$ cat src/rtl/conv_window_reader.sv
// Walks one half of the input pre-data buffer and streams 3x3 stride-1 window taps to the
// PE array. Addresses come from incremental adders. Returned bytes pass through a 2-entry
// skid FIFO so that backpressure never drops or duplicates a tap.
module conv_window_reader #(
  parameter int unsigned ADDR_W = 16,
  parameter int unsigned DATA_W = 8,
  parameter int unsigned DIM_W  = 16
) (
  input  logic              i_clk,
  input  logic              i_rst_n,
  input  logic              i_start,
  input  logic              i_buf_sel,
  input  logic [DIM_W-1:0]  i_fm_row,
  input  logic [DIM_W-1:0]  i_fm_col,
  input  logic [DIM_W-1:0]  i_fm_n,
  output logic [ADDR_W-1:0] o_conv_addr,
  output logic              o_out_choose,
  input  logic [DATA_W-1:0] i_conv_din,
  output logic [DATA_W-1:0] o_pix,
  output logic              o_pix_vld,
  input  logic              i_pix_rdy,
  output logic              o_win_first,
  output logic              o_win_last,
  output logic              o_busy,
  output logic              o_done
);

  typedef enum logic [1:0] {StIdle, StLoad, StRun, StDrain} state_e;

  state_e state_q, state_d;

  logic              buf_sel_q;
  logic [DIM_W-1:0]  row_q, col_q, n_q;
  logic [ADDR_W-1:0] s_q, cs_q;
  logic [DIM_W-1:0]  r_q, c_q, ch_q;
  logic [1:0]        ky_q, kx_q;
  logic [ADDR_W-1:0] addr_q, ky_base_q, chan_base_q, pix_base_q, row_base_q;
  logic              infl_q, infl_first_q, infl_last_q;
  logic [DATA_W+1:0] fifo0_q, fifo1_q;  // {first, last, data}; fifo0_q is the head
  logic [1:0]        cnt_q;

  logic              pop, issue, frame_end, zero_dim, tap_first, tap_last;
  logic              last_kx, last_ky, last_ch, last_c, last_r;
  logic [2:0]        occ;
  logic [ADDR_W-1:0] s_calc, cs_calc;
  logic [DATA_W+1:0] push_entry;

  // Issue gating, tap position decode and stride arithmetic
  always_comb begin
    pop       = (cnt_q != 2'd0) && i_pix_rdy;
    // A head leaving this cycle frees its slot, keeping 1 tap/cycle with the PE ready
    occ       = 3'(cnt_q) + 3'(infl_q) - 3'(pop);
    issue     = (state_q == StRun) && (occ < 3'd2);
    last_kx   = (kx_q == 2'd2);
    last_ky   = (ky_q == 2'd2);
    last_ch   = (ch_q == n_q - DIM_W'(1));
    last_c    = (c_q == col_q - DIM_W'(1));
    last_r    = (r_q == row_q - DIM_W'(1));
    tap_first = (ch_q == '0) && (ky_q == 2'd0) && (kx_q == 2'd0);
    tap_last  = last_ch && last_ky && last_kx;
    frame_end = issue && tap_last && last_c && last_r;
    zero_dim  = (row_q == '0) || (col_q == '0) || (n_q == '0);
    s_calc    = ADDR_W'(col_q) + ADDR_W'(2);
    cs_calc   = (ADDR_W'(row_q) + ADDR_W'(2)) * s_calc;
    push_entry = {infl_first_q, infl_last_q, i_conv_din};
  end

  // Next-state logic and the done pulse
  always_comb begin
    state_d = state_q;
    o_done  = 1'b0;
    unique case (state_q)
      StIdle:  if (i_start) state_d = StLoad;
      StLoad:  state_d = zero_dim ? StDrain : StRun;
      StRun:   if (frame_end) state_d = StDrain;
      StDrain: begin
        if ((cnt_q == 2'd0) && !infl_q) begin
          o_done  = 1'b1;
          state_d = StIdle;
        end
      end
      default: state_d = StIdle;
    endcase
  end

  // State register, parameter latch and tap address walker
  always_ff @(posedge i_clk or negedge i_rst_n) begin
    if (!i_rst_n) begin
      state_q     <= StIdle;
      buf_sel_q   <= 1'b0;
      row_q       <= '0;
      col_q       <= '0;
      n_q         <= '0;
      s_q         <= '0;
      cs_q        <= '0;
      r_q         <= '0;
      c_q         <= '0;
      ch_q        <= '0;
      ky_q        <= '0;
      kx_q        <= '0;
      addr_q      <= '0;
      ky_base_q   <= '0;
      chan_base_q <= '0;
      pix_base_q  <= '0;
      row_base_q  <= '0;
    end else begin
      state_q <= state_d;
      if (state_q == StIdle && i_start) begin
        buf_sel_q <= i_buf_sel;
        row_q     <= i_fm_row;
        col_q     <= i_fm_col;
        n_q       <= i_fm_n;
      end
      if (state_q == StLoad) begin
        s_q         <= s_calc;
        cs_q        <= cs_calc;
        r_q         <= '0;
        c_q         <= '0;
        ch_q        <= '0;
        ky_q        <= '0;
        kx_q        <= '0;
        addr_q      <= '0;
        ky_base_q   <= '0;
        chan_base_q <= '0;
        pix_base_q  <= '0;
        row_base_q  <= '0;
      end
      if (issue) begin
        if (!last_kx) begin
          kx_q   <= kx_q + 2'd1;
          addr_q <= addr_q + ADDR_W'(1);
        end else begin
          kx_q <= 2'd0;
          if (!last_ky) begin
            ky_q      <= ky_q + 2'd1;
            ky_base_q <= ky_base_q + s_q;
            addr_q    <= ky_base_q + s_q;
          end else begin
            ky_q <= 2'd0;
            if (!last_ch) begin
              ch_q        <= ch_q + DIM_W'(1);
              chan_base_q <= chan_base_q + cs_q;
              ky_base_q   <= chan_base_q + cs_q;
              addr_q      <= chan_base_q + cs_q;
            end else begin
              ch_q <= '0;
              if (!last_c) begin
                c_q         <= c_q + DIM_W'(1);
                pix_base_q  <= pix_base_q + ADDR_W'(1);
                chan_base_q <= pix_base_q + ADDR_W'(1);
                ky_base_q   <= pix_base_q + ADDR_W'(1);
                addr_q      <= pix_base_q + ADDR_W'(1);
              end else if (!last_r) begin
                c_q         <= '0;
                r_q         <= r_q + DIM_W'(1);
                row_base_q  <= row_base_q + s_q;
                pix_base_q  <= row_base_q + s_q;
                chan_base_q <= row_base_q + s_q;
                ky_base_q   <= row_base_q + s_q;
                addr_q      <= row_base_q + s_q;
              end
            end
          end
        end
      end
    end
  end

  // Read-in-flight tracking and 2-entry skid FIFO
  always_ff @(posedge i_clk or negedge i_rst_n) begin
    if (!i_rst_n) begin
      infl_q       <= 1'b0;
      infl_first_q <= 1'b0;
      infl_last_q  <= 1'b0;
      fifo0_q      <= '0;
      fifo1_q      <= '0;
      cnt_q        <= 2'd0;
    end else begin
      infl_q       <= issue;
      infl_first_q <= issue && tap_first;
      infl_last_q  <= issue && tap_last;
      if (infl_q && pop) begin
        if (cnt_q == 2'd1) begin
          fifo0_q <= push_entry;
        end else begin
          fifo0_q <= fifo1_q;
          fifo1_q <= push_entry;
        end
      end else if (infl_q) begin
        if (cnt_q == 2'd0) fifo0_q <= push_entry;
        else               fifo1_q <= push_entry;
        cnt_q <= cnt_q + 2'd1;
      end else if (pop) begin
        fifo0_q <= fifo1_q;
        cnt_q   <= cnt_q - 2'd1;
      end
    end
  end

  // Output drive from the FIFO head and latched controls
  always_comb begin
    o_conv_addr  = addr_q;
    o_out_choose = buf_sel_q;
    o_busy       = (state_q != StIdle);
    o_pix_vld    = (cnt_q != 2'd0);
    o_pix        = fifo0_q[DATA_W-1:0];
    o_win_first  = o_pix_vld && fifo0_q[DATA_W+1];
    o_win_last   = o_pix_vld && fifo0_q[DATA_W];
  end

endmodule
$ cat config.mk
export PLATFORM = sky130hd
export DESIGN_NAME = conv_window_reader
export DESIGN_NICKNAME = d
export VERILOG_FILES = /design/src/rtl/conv_window_reader.sv
export SDC_FILE = /design/constraint.sdc
export NUM_CORES = 1
export LEC_CHECK = 0
export ABC_AREA = 1
export BUFFER_PORTS_ARGS = -buffer_cell sky130_fd_sc_hd__buf_2
export CORE_MARGIN = 3
export CORE_UTILIZATION = 35
export DETAILED_ROUTE_END_ITERATION = 8
export PLACE_DENSITY_LB_ADDON = 0.12
export SLEW_MARGIN = 15
export SYNTH_ARGS = -nofsm -noshare
export SYNTH_HDL_FRONTEND = slang
export SYNTH_SLANG_ARGS = --single-unit
$ cat constraint.sdc
create_clock -name i_clk -period 6.05 [get_ports i_clk]
set_input_delay 0.3025 -clock i_clk [delete_from_list [all_inputs] [get_ports i_clk]]
set_output_delay 0.3025 -clock i_clk [all_outputs]
set_load 0.1 [all_outputs]
* Word level (Yosys, flattened, before mapping)
Index checks and enable logic that the tools add are counted.
Cells by class: bitwise operators 1, multiplexer cells 79, shifts and indexed selects 0, add/sub/neg operators 19, order comparisons 1, multiply operators 1, divide/modulo/power cells 0, eq/ne operators 15, reduce and logical (&&, ||, !) cells 36
Operators with widths (count):
- 16-bit two-way mux | 54
- 10-bit two-way mux | 9
- 16-bit by 1-bit adder with 16-bit output (second input constant) | 5
- 16-bit zero test | 4
- 16-bit adder | 3
- 16-bit == test | 3
- 16-bit by 1-bit subtractor with 16-bit output (second input constant) | 3
- 16-bit by 2-bit adder with 16-bit output (second input constant) | 2
- 2-bit two-way mux | 12
- 16-bit by 16-bit multiplier with 16-bit output | 1
- 1-bit logical AND | 15
- 2-bit inequality test (second input constant) | 5
- 2-bit nonzero test | 5
- 2-bit == test (second input constant) | 4
- 2-bit zero test | 4
- 2-bit one-hot mux with 4 select lines | 1
- 2-bit by 1-bit adder with 2-bit output (second input constant) | 3
- 3-bit AND reduction | 2
- 2-bit by 1-bit == test with 1-bit output (second input constant) | 2
- 2-bit AND reduction | 2
- 2-bit by 1-bit adder with 3-bit output | 1
- 3-bit by 2-bit less-than comparator with 1-bit output (second input constant) | 1
- 1-bit two-way mux | 3
- 3-bit by 1-bit inequality test with 1-bit output (second input constant) | 1
- other kinds (6) | 7
Storage, ports and cells: bits in latches 0, register bits after elaboration 240, memory bits (writable) 0, output and inout port bits 30, ROM bits 0, memories kept 0

* Depth between registers and ports, before layout
word-level depth 10, gate-level depth with buffers 32, depth with buffers taken out 32

* Least setup slack after synthesis
No wires, ideal clock.
path kind flip-flop to flip-flop, start register col_q[1], end register cs_q[15], arrival 5.751 ns, data required time 5.933 ns, slack 0.182 ns, library setup time 0.117 ns, path buffers 3, clock period less this slack 5.868 ns, cell stages (with the launch flop) 27, cells stage by stage dfrtp_1 -> buf_2 -> inv_1 -> clkbuf_1 -> ha_1 -> clkbuf_1 -> nand2_1 -> fa_1 -> fa_1 -> fa_1 -> fa_1 -> inv_1 -> fa_1 -> inv_1 -> fa_1 -> inv_1 -> ha_1 -> inv_1 -> nor3_1 -> nand2_1 -> o211ai_1 -> a31oi_1 -> nand3_1 -> nand2_1 -> nand3b_1 -> nand3_1 -> nand2_1
On the way: word-level cells in the longest chain between the ends 2
Ends and longest elaborated chain:
- start, declared | RTL line 33 | logic [DIM_W-1:0] row_q, col_q, n_q;
- start signal, assigned | RTL line 111 | col_q <= i_fm_col;
- 16-bit by 2-bit adder with 16-bit output | RTL line 63 | s_calc = ADDR_W'(col_q) + ADDR_W'(2);
- via s_calc[1] | RTL line 45 | logic [ADDR_W-1:0] s_calc, cs_calc;
- 16-bit by 16-bit multiplier with 16-bit output | RTL line 64 | cs_calc = (ADDR_W'(row_q) + ADDR_W'(2)) * s_calc;
- end signal, assigned | RTL line 116 | cs_q <= cs_calc;
- end, declared | RTL line 34 | logic [ADDR_W-1:0] s_q, cs_q;
The timed path passes the listed nets, and every way through them passes these cells. A chain may end at the register's enable or synchronous reset.

* Worst setup path in the final report
start register row_q[2], end register cs_q[15]
On the way: word-level cells in the longest chain between the ends 2
Ends and longest elaborated chain:
- start, declared | RTL line 33
- start signal, assigned | RTL line 110 | row_q <= i_fm_row;
- 16-bit by 2-bit adder with 16-bit output | RTL line 64
- 16-bit by 16-bit multiplier with 16-bit output | RTL line 64
Every way passes these cells.

==> run_results.csv <==
group,metric,value,unit
sta,finalSetupViolations,0,
sta,fin_skew,0.0266,ns
clock_network,cts_made_buffers,30,
sta,worst_pin_slew,1.13,ns
worst_setup_path,critical_path.endpoint_type,"flip-flop",
clock_network,cts.sinks,240,
worst_setup_path,startpoint_type,"flip-flop",
floorplan,die_height,256,µm
global_route,track_usage,0.232,
floorplan,rows,91,
route,drtPass1Iterations,6,
worst_setup_path,cp.required,6.53,ns
worst_setup_path,r2r_slack,0.24,ns
sta,timing.fmax,0.172,GHz
logic_synthesis,synth-edff-count,0,
worst_setup_path,worstPathArrival,6.28,ns
logic_synthesis,syn_area_per_cell,6.92,µm²
global_route,grt_max_degree,140,
place,gp_congestion,0.907,
sta,post-route-period-util,0.960,
floorplan,ioPinCount,91,
cells_and_area,layout-drive-gt1-share,0.119,
logic_synthesis,syn_inst,3166,
place,numPortBuffers,90,
route,vias_per_cell,5.07,
logic_synthesis,synth_cell_types,62,
clock_network,clk_latency,0.61,ns
sta,worst_slack,0.245,ns
clock_network,clk_path_buf_depth,3,
cells_and_area,fill_cells,6438,
floorplan,start_util,0.354,
route,drc,0,
worst_setup_path,r2r_end,"cs_q[15]",
logic_synthesis,synth_warnings,0,
logic_synthesis,synth_flop_cell,"dfrtp_1",
clock_network,h-tree-depth,1,
place,placed_area,23600,µm²
sta,maxSlewHeadroom,0.245,
floorplan,dieWidth,256,µm
cells_and_area,seq_area,6010,µm²
cells_and_area,layout.nets,3614,
route,wl_per_cell,18.5,µm
cells_and_area,antenna_cells,0,
floorplan,coreArea,61800,µm²
run_status,outcome,"complete, no violations",
clock_network,cts_root_buf,"clkbuf_16",
cells_and_area,areaGrowthSynthToFinish,17.1,%
logic_synthesis,synthArstFlopShare,1.00,
worst_setup_path,crit_start,"row_q[2]",
clock_network,clk_pin_slew_worst_paths,0.06,ns
route,wl,78100,µm
route,vias,21300,
sta,hold_ws,0.0317,ns
cells_and_area,final_cells,4212,
route,drt_iter0_markers,1647,
logic_synthesis,ys_seq_area_frac,0.274,
global_route,antenna_found_initial,1,
worst_setup_path,crit_fanout,6,
cells_and_area,multi_input_area,13900,µm²
worst_setup_path,crit_type,"flip-flop to flip-flop",
sta,drv_slew,0,
job,maxCapViolCount,0,
sta,period_minus_slack,5.81,ns
logic_synthesis,synth-seq-cells,240,
place,dp_hpwl,60600,µm
global_route,grt_overflow,0,
worst_setup_path,worstReg2RegStart,"row_q[2]",
place,place_inst,4085,
clock_network,tritoncts,"yes",
logic_synthesis,synth_nets,3427,
cells_and_area,design_area,25600,µm²
worst_setup_path,worstSetupEndpoint,"cs_q[15]",
global_route,grt_pass1_wl,121000,µm
route,ant_nets,0,
min_path,hold_path.class,"primary input to flip-flop",
logic_synthesis,synth_area,21900,µm²
place,dp_slack,-0.0780,ns
worst_setup_path,rr_worst_depth,24,
floorplan,die-area,65600,µm²
sta,final_hold_viol_count,0,
global_route,first_global_vias,21000,
==> cell usage in the layout, fill, tap and decap left out, types with 15 or more instances in the layout <==
cell             n
nor2_1         298
nor2_2          19
xnor2_1         29
dlygate4sd3_1   56
o21ai_0        166
inv_2           24
xor2_1          98
nand2_2         15
o211ai_1        20
clkbuf_16       30
buf_2           89
nand3b_1        22
nor3_1          45
inv_1          439
dfrtp_1        235
ha_1           107
a21oi_1        146
nand2_1        854
o21ai_1         24
nand3_1        202
nand4_1         56
fa_1            80
buf_4          108
==> registers in the layout (all words and copies together), names as in the netlist, 10 cells and up <==
signal       flops
c_q             16
ch_q            16
chan_base_q     16
col_q           16
cs_q            16
fifo0_q         10
fifo1_q         10
ky_base_q       16
n_q             16
o_conv_addr     16
pix_base_q      16
r_q             16
row_base_q      16
row_q           16
s_q             16
==> metal layers <==
metal / vias up / global-route usage / share of wire
met3: 110 / 0.0296 / 0.052
met4: 0 / 0.0597 / 0.027
li1: 10500 / - / -
met5: - / 0 / 0
met2: 564 / 0.391 / 0.47
met1: 10200 / 0.316 / 0.45
==> logic make-up after synthesis <==
kind of cell / synth area share
simple gates: 0.304
buf+inv: 0.104
compound gates: 0.115
flops: 0.274
fa+ha+maj: 0.143
xor+xnor: 0.0545
mux: 0.00514
==> worst max-delay path, cell delays in order, from the launching register on <==
cell      delay (ns)
dfrtp_2         0.43
ha_4            0.17
nand3_4         0.09
o21ai_0         0.32
nand2_4         0.14
inv_2           0.14
nand2_1         0.10
fa_1            0.57
fa_1            0.46
fa_1            0.57
fa_1            0.44
fa_1            0.48
fa_1            0.49
inv_1           0.06
ha_4            0.29
nand2_4         0.06
nor3_4          0.13
nand2_1         0.09
o211ai_1        0.10
a31oi_1         0.08
nand3_1         0.10
nand2_1         0.07
nand3b_1        0.15
nand3_1         0.08
nand2_1         0.05
==> synthesized netlist by cell type (all sizes together), types with 3 or more instances <==
master,count,area (µm²)
nand2,875,3310
inv,466,1750
nor2,327,1320
dfrtp,240,6010
nand3,211,1090
o21ai,193,973
a21oi,160,853
ha,116,1450
xor2,103,917
fa,84,1680
buf,59,358
nand4,57,363
nor3,52,270
clkbuf,44,165
xnor2,29,254
nand3b,22,165
o211ai,21,163
o22ai,14,87.6
mux2,10,113
or2,10,62.6
a31oi,9,56.3
o32ai,9,78.8
a22oi,8,60.1
nor4,7,43.8
a21o,6,45.0
a21boi,5,37.5
o31ai,5,37.5
o21bai,4,30.0
clkinv,3,16.3
o2111ai,3,26.3
o21a,3,22.5
==> worst min-delay path by stage <==
stage          cells past startpoint  slack, ns   startpoint        endpoint
2_1_floorplan                      0      0.007      i_rst_n          c_q[0]
6_report                           3       0.03  i_fm_row[2]        row_q[2]
3_3_place_gp                       1       0.41      i_rst_n  chan_base_q[5]
3_5_place_dp                       1       0.42      i_rst_n  chan_base_q[5]
4_1_cts                            3       0.01  i_fm_row[2]        row_q[2]
5_1_grt                            3       0.03  i_fm_row[0]        row_q[0]
==> per-stage QoR <==
step	setup TNS, ns	util
2_1_floorplan	0	-
3_3_place_gp	0	0.382
3_5_place_dp	-0.0780	0.382
4_1_cts	0	0.408
5_1_grt	-0.0321	0.415
6_report	0	0.415
==> layout make-up <==
| class | instances | area share |
|---|---|---|
| Inverter | 469 | 0.0691 |
| Clock buffer | 42 | 0.0318 |
| Multi-Input combinational cell | 2354 | 0.542 |
| Sequential cell | 240 | 0.234 |
| Timing Repair Buffer | 258 | 0.0735 |
| Clock inverter | 12 | 0.00844 |
| Tap cell | 837 | 0.0408 |
==> repair_timing <==
action	in CTS	in global routing
hold endpoints to repair	164	0
setup endpoints to repair	1	4
resized for setup	3	80
buffers inserted	0	17
pin swaps	0	20
hold buffers	56	0
Power is left out: the tool's default activity adds up to more than one toggle a clock period on the data nets, which glitch-free logic cannot reach.
